<file path="src/rtl/rv_fetch_seq.sv">
// rv_fetch_seq: instruction fetch sequencer for the uRV pipeline.
// Owns the PC, issues single-cycle-latency reads to the instruction memory,
// and hands fetched words (with PC) to predecode over a valid/stall
// interface, using a one-entry skid buffer for full throughput under stalls.
// Optional feature macro: RV_FETCH_ALIGN_CHECK_EN (misaligned redirect
// targets deliver a flagged NOP as the first word).
//
// state    | meaning
// ---------+-----------------------------------------------------------
// ST_RESET | held in reset / first cycle after release, no fetch
// ST_RUN   | normal fetch, responses land in output or skid register
// ST_FLUSH | one cycle after a redirect that had a request outstanding;
//          | im_data_i is stale and discarded

module rv_fetch_seq #(
  parameter logic [31:0] BOOT_ADDR = 32'h0000_0000
) (
  input  logic        clk_i,
  input  logic        rst_n_i,
  output logic [31:0] im_addr_o,
  output logic        im_rd_o,
  input  logic [31:0] im_data_i,
  input  logic        f_stall_i,
  input  logic        x_bra_i,
  input  logic [31:0] x_pc_bra_i,
  output logic [31:0] f_ir_o,
  output logic [31:0] f_pc_o,
  output logic        f_valid_o,
  output logic        f_misaligned_o
);

  localparam logic [31:0] NOP = 32'h0000_0013;

  typedef enum logic [1:0] {
    ST_RESET = 2'd0,
    ST_RUN   = 2'd1,
    ST_FLUSH = 2'd2
  } state_t;

  state_t      state_q, state_nxt;

  logic [31:0] pc_q;
  logic [31:0] out_ir_q, out_pc_q;
  logic        out_v_q, out_mis_q;
  logic [31:0] skid_ir_q, skid_pc_q;
  logic        skid_v_q, skid_mis_q;
  logic        inflight_q, inflight_mis_q;
  logic [31:0] inflight_pc_q;
  logic        mis_pend_q;

  logic        fetching;
  logic        out_free;
  logic        land;
  logic        skid_nv;
  logic        issue;
  logic [31:0] resp_ir;
  logic [31:0] tgt;
  logic        tgt_mis;

  assign tgt = {x_pc_bra_i[31:2], 2'b00};

`ifdef RV_FETCH_ALIGN_CHECK_EN
  assign tgt_mis = |x_pc_bra_i[1:0];
`else
  logic unused_tgt_lsb;
  assign unused_tgt_lsb = ^x_pc_bra_i[1:0];
  assign tgt_mis        = 1'b0;
`endif

  // Datapath steering: where a response lands and whether a new read may go out
  always_comb begin
    fetching = (state_q == ST_RUN) || (state_q == ST_FLUSH);
    out_free = !out_v_q || !f_stall_i;
    // In FLUSH the returning data belongs to a killed request
    land     = inflight_q && (state_q == ST_RUN) && !x_bra_i;
    resp_ir  = inflight_mis_q ? NOP : im_data_i;
    // Occupancy the skid will have after this edge. Issue is held off whenever
    // it would be occupied, so the next response always has somewhere to go.
    if (skid_v_q) skid_nv = out_free ? land : 1'b1;
    else          skid_nv = land && !out_free;
    issue    = fetching && rst_n_i && !x_bra_i && !skid_nv;
  end

  // FSM state register
  always_ff @(posedge clk_i) begin
    if (!rst_n_i) state_q <= ST_RESET;
    else          state_q <= state_nxt;
  end

  // FSM next-state logic; a redirect with a request outstanding passes through FLUSH
  always_comb begin
    state_nxt = state_q;
    case (state_q)
      ST_RESET: state_nxt = ST_RUN;
      ST_RUN:   state_nxt = (x_bra_i && inflight_q) ? ST_FLUSH : ST_RUN;
      ST_FLUSH: state_nxt = ST_RUN;
      default:  state_nxt = ST_RESET;
    endcase
  end

  // FSM outputs: memory request port
  always_comb begin
    im_rd_o   = issue;
    im_addr_o = issue ? pc_q : 32'h0;
  end

  // PC, in-flight tracking, output and skid registers; redirect beats everything
  always_ff @(posedge clk_i) begin
    if (!rst_n_i) begin
      pc_q           <= BOOT_ADDR;
      inflight_q     <= 1'b0;
      inflight_pc_q  <= 32'h0;
      inflight_mis_q <= 1'b0;
      mis_pend_q     <= 1'b0;
      out_ir_q       <= 32'h0;
      out_pc_q       <= 32'h0;
      out_v_q        <= 1'b0;
      out_mis_q      <= 1'b0;
      skid_ir_q      <= 32'h0;
      skid_pc_q      <= 32'h0;
      skid_v_q       <= 1'b0;
      skid_mis_q     <= 1'b0;
    end else if (x_bra_i) begin
      pc_q       <= tgt;
      mis_pend_q <= tgt_mis;
      inflight_q <= 1'b0;
      out_v_q    <= 1'b0;
      out_mis_q  <= 1'b0;
      skid_v_q   <= 1'b0;
    end else begin
      inflight_q <= issue;
      if (issue) begin
        pc_q           <= pc_q + 32'd4;
        inflight_pc_q  <= pc_q;
        inflight_mis_q <= mis_pend_q;
        mis_pend_q     <= 1'b0;
      end

      if (out_free) begin
        if (skid_v_q) begin
          out_ir_q  <= skid_ir_q;
          out_pc_q  <= skid_pc_q;
          out_mis_q <= skid_mis_q;
          out_v_q   <= 1'b1;
        end else if (land) begin
          out_ir_q  <= resp_ir;
          out_pc_q  <= inflight_pc_q;
          out_mis_q <= inflight_mis_q;
          out_v_q   <= 1'b1;
        end else begin
          out_v_q   <= 1'b0;
          out_mis_q <= 1'b0;
        end
      end

      if ((skid_v_q && out_free) || (!skid_v_q && !out_free)) begin
        skid_v_q <= land;
        if (land) begin
          skid_ir_q  <= resp_ir;
          skid_pc_q  <= inflight_pc_q;
          skid_mis_q <= inflight_mis_q;
        end
      end
    end
  end

  assign f_ir_o         = out_ir_q;
  assign f_pc_o         = out_pc_q;
  assign f_valid_o      = out_v_q;
  assign f_misaligned_o = out_mis_q;

endmodule

</file>
<file path="config.mk">
export PLATFORM = sky130hd
export DESIGN_NAME = rv_fetch_seq
export DESIGN_NICKNAME = d
export VERILOG_FILES = /design/src/rtl/rv_fetch_seq.sv
export SDC_FILE = /design/constraint.sdc
export NUM_CORES = 1
export LEC_CHECK = 0
export BUFFER_PORTS_ARGS = -buffer_cell sky130_fd_sc_hd__buf_2
export CORE_MARGIN = 1.5
export CORE_UTILIZATION = 55
export DETAILED_ROUTE_END_ITERATION = 10
export HOLD_SLACK_MARGIN = 0.06
export PLACE_DENSITY = 0.85
export SLEW_MARGIN = 20
export SYNTH_ARGS = -nofsm -noshare
export SYNTH_HDL_FRONTEND = slang
export SYNTH_SLANG_ARGS = --single-unit
</file>
<file path="constraint.sdc">
create_clock -name clk_i -period 6 [get_ports clk_i]
set_input_delay 0.3 -clock clk_i [delete_from_list [all_inputs] [get_ports clk_i]]
set_output_delay 0.3 -clock clk_i [all_outputs]
set_load 0.01 [all_outputs]
</file>
# Yosys cells after proc, flatten, opt, wreduce, memory -nomap -nowiden
# Index checks and enable logic that the tools add are counted.
[classes] bitwise_logic=2 n_reduce_logical=26 mux=13 addsub=1 n_eq_ne=2
[ops] operator="32-bit 2-to-1 mux" count=7
[ops] operator="32-bit by 3-bit adder with 32-bit output (second input constant)" count=1
[ops] operator="1-bit logical AND" count=9
[ops] operator="1-bit zero test" count=6
[ops] operator="3-bit AND reduction" count=2
[ops] operator="1-bit 2-to-1 mux" count=4
[ops] operator="2-bit case mux with 2 select lines" count=1
[ops] operator="2-bit nonzero test" count=2
[ops] operator="2-bit OR reduction" count=2
[ops] operator="1-bit logical OR" count=3
[ops] operator="2-bit by 1-bit == test with 1-bit output (second input constant)" count=1
[ops] operator="2-bit == test (second input constant)" count=1
[ops] operator="2-bit zero test" count=1
[ops] operator="2-bit 2-to-1 mux" count=1
[ops] operator="1-bit NOT" count=2
[ops] operator="2-bit AND reduction" count=1
[totals] reg_bits=197 out_inout_bits=99 inputBits=68 elab_cells=55

# Longest topological paths before layout
[logic_depth] ltp_word=9 depth_mapped=9 depth_no_buf=9

# Least setup slack after synthesis
# Ideal clock, no wire load.
[synth_timing] kind="flip-flop to output port" start="register state_q[1]" end="output port im_addr_o[19]" arrival_ps=1897 t_required_ps=5700 path_slack_ps=3803 stages_incl_launch_ff=10 path_buffers=2 path_cell_list="dfxtp_1 inv_1 ha_1 a41oi_1 o21ai_2 clkinv_1 clkbuf_1 buf_2 nand2_1 inv_1"
[synth_via] elab_chain_cells=8 word_cells_on_any_way=13 cone_classes="eq/ne (2); mux (3); reduce/logical (8)"
[synth_rtl] element="start, declared" line="40" text="state_t state_q, state_nxt;"
[synth_rtl] element="start signal, assigned" line="87" text="else state_q <= state_nxt;"
[synth_rtl] element="2-bit by 1-bit == test with 1-bit output" line="72, 75"
[synth_rtl] element="1-bit logical AND (2 in series)" line="75" text="land = inflight_q && (state_q == ST_RUN) && !x_bra_i;"
[synth_rtl] element="1-bit 2-to-1 mux / 1-bit logical AND (equally long branches)" line="79, 80"
[synth_rtl] element="1-bit 2-to-1 mux" line="79" text="if (skid_v_q) skid_nv = out_free ? land : 1'b1;"
[synth_rtl] element="1-bit zero test" line="81" text="issue = fetching && rst_n_i && !x_bra_i && !skid_nv;"
[synth_rtl] element="1-bit logical AND *" line="81"
[synth_rtl] element="32-bit 2-to-1 mux *" line="104" text="im_addr_o = issue ? pc_q : 32'h0;"
[synth_rtl] element="end, declared" line="20" text="output logic [31:0] im_addr_o,"
# Every way passes the cells marked *; elsewhere a longest branch is shown, timed or not.

# Worst setup path in the final report
[layout_timing] start="register skid_v_q" end="output port im_addr_o[6]"
[layout_via] elab_chain_cells=4
[layout_rtl] element="start, declared" line="46" text="logic skid_v_q, skid_mis_q;"
[layout_rtl] element="start signal, assigned" line="157" text="skid_v_q <= land;"
[layout_rtl] element="1-bit 2-to-1 mux" line="79"
[layout_rtl] element="1-bit zero test" line="81"
[layout_rtl] element="1-bit logical AND" line="81"
[layout_rtl] element="32-bit 2-to-1 mux" line="104"
# Every way passes these cells.

==> run metrics <==
least setup slack across all paths after layout 2993 ps; count of antenna diodes in the layout 0; total power divided by cell area 275.5 nW/µm²; Slew HR 30.42%; Critical Path AT 2710 ps; HP Start im_data_i[8]; CP startpoint kind flop; fraction of final layout cells sized beyond drive strength 1 19.62%; Congestion Overflow GR 0; number of instances in the synthesized netlist 967; crit path max-delay cell type sky130_fd_sc_hd__dfxtp_4; top layer reached by signal wires met4; clk_lat worst skew 430 ps; instance count along the most critical hold path 3; number of gates resized after cts 0; final-report setup violation count 0; antenna violations before repair 0; worst-case clock buffer depth 2; top-level port count 167; via count of the first global-routing pass 6187; height of the chip 123.4 µm; core region area 14040 µm²; Layout Area Growth over Synthesis 18.19%; clock tree from TritonCTS done; remaining routing DRC violations 0; number of max-capacitance violations reported 0; Seq cells post-synth 189; share of synthesized area occupied by flip-flops and latches 47.46%; final core area utilization 67.10%; status finished clean; cell area after synthesis 7973 µm²; peak per-stage delay on the critical path 810 ps; Placement Rows 43; Detail Route met2 WL 8.616 mm; Fin. Hold Viols 0; leakage dissipation 3.651 nW; number of optimization iterations in the first detailed-route pass 5; Final Max Tran Viols 0; final cell area excluding filler cells 9423 µm²; startpoint of the most critical register-to-register path skid_v_q$_SDFFE_PP0P_; first-pass GRT wire length 30.04 mm; Post-CTS Setup Inserts 0; maximum number of pins on one net before global-route repair 89; DIE WIDTH 123.4 µm; minimum clock period 3007 ps; Fmax 0.3325 GHz; routed length on met3 1.247 mm; Most used DFF post-synth sky130_fd_sc_hd__dfxtp_1; H-tree Lvls 4; final WL 18.85 mm; Hold Path Sink skid_ir_q[8]$_SDFFE_PN0P_; actual slew at the worst max-slew pin 1037 ps; number of synthesized flops with an enable pin 0; routed length per placed instance 14.78 µm; R2R depth 6; quantity of hold-fixing buffers added after cts 0; worst setup skew after layout 7.442 ps; crit end category output port; Netlist cell types 50; detail-routed via count per cell 5.573; worst path cell trace buf_12 > a41oi_1 > o21ai_2 > clkinv_1 > buf_4 > nand2_1 > inv_1 > buf_2; Post-DRT Antenna Nets 0; clock-pin slew of the registers on the worst-case setup and hold paths 70 ps; total global routing track utilization 24.95%; die footprint 15230 µm²; minimum setup slack among reg-to-reg paths 3110 ps; clock net sink count 189; Worst R2R End f_pc_o[18]$_SDFFE_PN0P_; worst setup path class flop to output port; Post-Place Cell Area 8788 µm²; min-delay worst type input port to flop; initial cell density of the core 56.78%; drt first-iter violations 555; setup repair after global routing missed its margin no; mean area per synthesized cell 8.245 µm²; post-layout total power 2.596 mW; met1 layer wirelength in the final routing 8.594 mm; count of buffers from port buffering 159; final total negative setup slack 0 ps; share of the clock period used by the worst path after layout 50.12%; data required time at the worst endpoint 5700 ps; vias post-DR 7111; Post-synth ARST share 0%; total clock buffers created by CTS 17; worst setup timing slack at the placement stage 2837 ps; buffer cell driving the clock tree root sky130_fd_sc_hd__clkbuf_16; largest vdd supply drop 0.2100 mV; count of synthesis-stage warnings from yosys 0; maximum fanout along the worst path 45; NumNets Final 1156; estimated wirelength of the detail-placed design 11.97 mm; RD Place Congestion 0.8518
-- synthesized netlist by cell type (8+ instances only) --
| master | count | share of area [%] |
|---|---|---|
| sky130_fd_sc_hd__a211oi_1 | 64 | 6.0 |
| sky130_fd_sc_hd__nand3_1 | 17 | 1.1 |
| sky130_fd_sc_hd__nor4_1 | 8 | 0.63 |
| sky130_fd_sc_hd__o21ai_0 | 17 | 1.1 |
| sky130_fd_sc_hd__nand2_1 | 213 | 10 |
| sky130_fd_sc_hd__inv_1 | 35 | 1.6 |
| sky130_fd_sc_hd__clkbuf_1 | 58 | 2.7 |
| sky130_fd_sc_hd__dfxtp_1 | 189 | 47 |
| sky130_fd_sc_hd__a21oi_1 | 118 | 7.4 |
| sky130_fd_sc_hd__mux2i_1 | 63 | 7.9 |
| sky130_fd_sc_hd__nor2_1 | 71 | 3.3 |
| sky130_fd_sc_hd__nand4_1 | 11 | 0.86 |
-- through the flow --
| stage | std cells | hold WS [ps] |
|---|---|---|
| 2_1_floorplan | 971 | 436.0 |
| 3_3_place_gp | 1243 | 440.8 |
| 3_5_place_dp | 1243 | 446.3 |
| 4_1_cts | 1275 | 106.1 |
| 5_1_grt | 1276 | 114.8 |
| 6_report | 1276 | 120.4 |
-- cell families (layout without fill, tap and decap cells) --
family          Yosys count  count (layout)  synth area share (%)
simple gates            350             350                 18.71
compound gates          233             233                 17.84
buf+inv                 113             238                 5.665
flops                   189             189                 47.46
xor+xnor                 11              11                 1.303
fa+ha+maj                 5               5                0.7847
mux                      65              65                 8.192
other cells               1               5               0.04704
-- placed cells by master (no fill, tap or decap), types with 11 or more instances in the layout --
cell type                   count
sky130_fd_sc_hd__nand2_1      213
sky130_fd_sc_hd__dfxtp_1      188
sky130_fd_sc_hd__buf_2        159
sky130_fd_sc_hd__a21oi_1      118
sky130_fd_sc_hd__nor2_1        71
sky130_fd_sc_hd__mux2i_1       63
sky130_fd_sc_hd__a211oi_1      63
sky130_fd_sc_hd__inv_1         35
sky130_fd_sc_hd__clkbuf_16     18
sky130_fd_sc_hd__nand3_1       17
sky130_fd_sc_hd__o21ai_0       17
sky130_fd_sc_hd__nand4_1       11
-- where the power goes --
part           switching (mW)  internal (mW)
logic                  0.0915         0.0567
registers              0.0270           1.28
clock network           0.463          0.680
total                   0.581           2.02
-- layout make-up --
class / count / area [µm²]
fill: 1171 / 4619
tap: 180 / 225.2
sequential: 189 / 3787
clock inverter: 10 / 108.9
inverter: 38 / 145.1
clock buffer: 22 / 505.5
multi-input combinational: 669 / 3775
timing repair buffer: 168 / 875.8
-- critical path, delay by kind of cell (launching register included) --
kind	cells	cell delay (ps)
buffers and inverters	5	850
AO/OA/AOI/OAI	2	360
AND/OR/NAND/NOR	1	220
flip-flops	1	810
-- sequential cells by signal, summed over array words and instances (netlist names) --
register / flops
skid_v_q: 1
inflight_pc_q: 30
f_ir_o: 32
skid_ir_q: 32
f_valid_o: 1
skid_pc_q: 30
pc_q: 30
inflight_q: 1
f_pc_o: 30
state_q: 2
-- per-layer routing --
layer / global-route usage, % / up-vias
li1: - / 3555
met4: 9.555 / 0
met2: 39.10 / 269
met5: 0 / -
met3: 4.336 / 30
met1: 34.42 / 3257
-- how the worst max path moves through the flow --
| stage | start | to | cells past startpoint |
|---|---|---|---|
| final | skid_v_q$_SDFFE_PP0P_ | im_addr_o[6] | 8 |
| after floorplan | state_q[1]$_SDFF_PN0_ | im_addr_o[19] | 9 |
| after global placement | skid_v_q$_SDFFE_PP0P_ | f_pc_o[2]$_SDFFE_PN0P_ | 6 |
| after detailed placement | skid_v_q$_SDFFE_PP0P_ | f_ir_o[18]$_SDFFE_PN0P_ | 6 |
| after global routing | skid_v_q$_SDFFE_PP0P_ | im_addr_o[6] | 8 |
| after CTS | skid_v_q$_SDFFE_PP0P_ | f_pc_o[18]$_SDFFE_PN0P_ | 6 |
No activity file was read; power rests on OpenSTA's default activity.
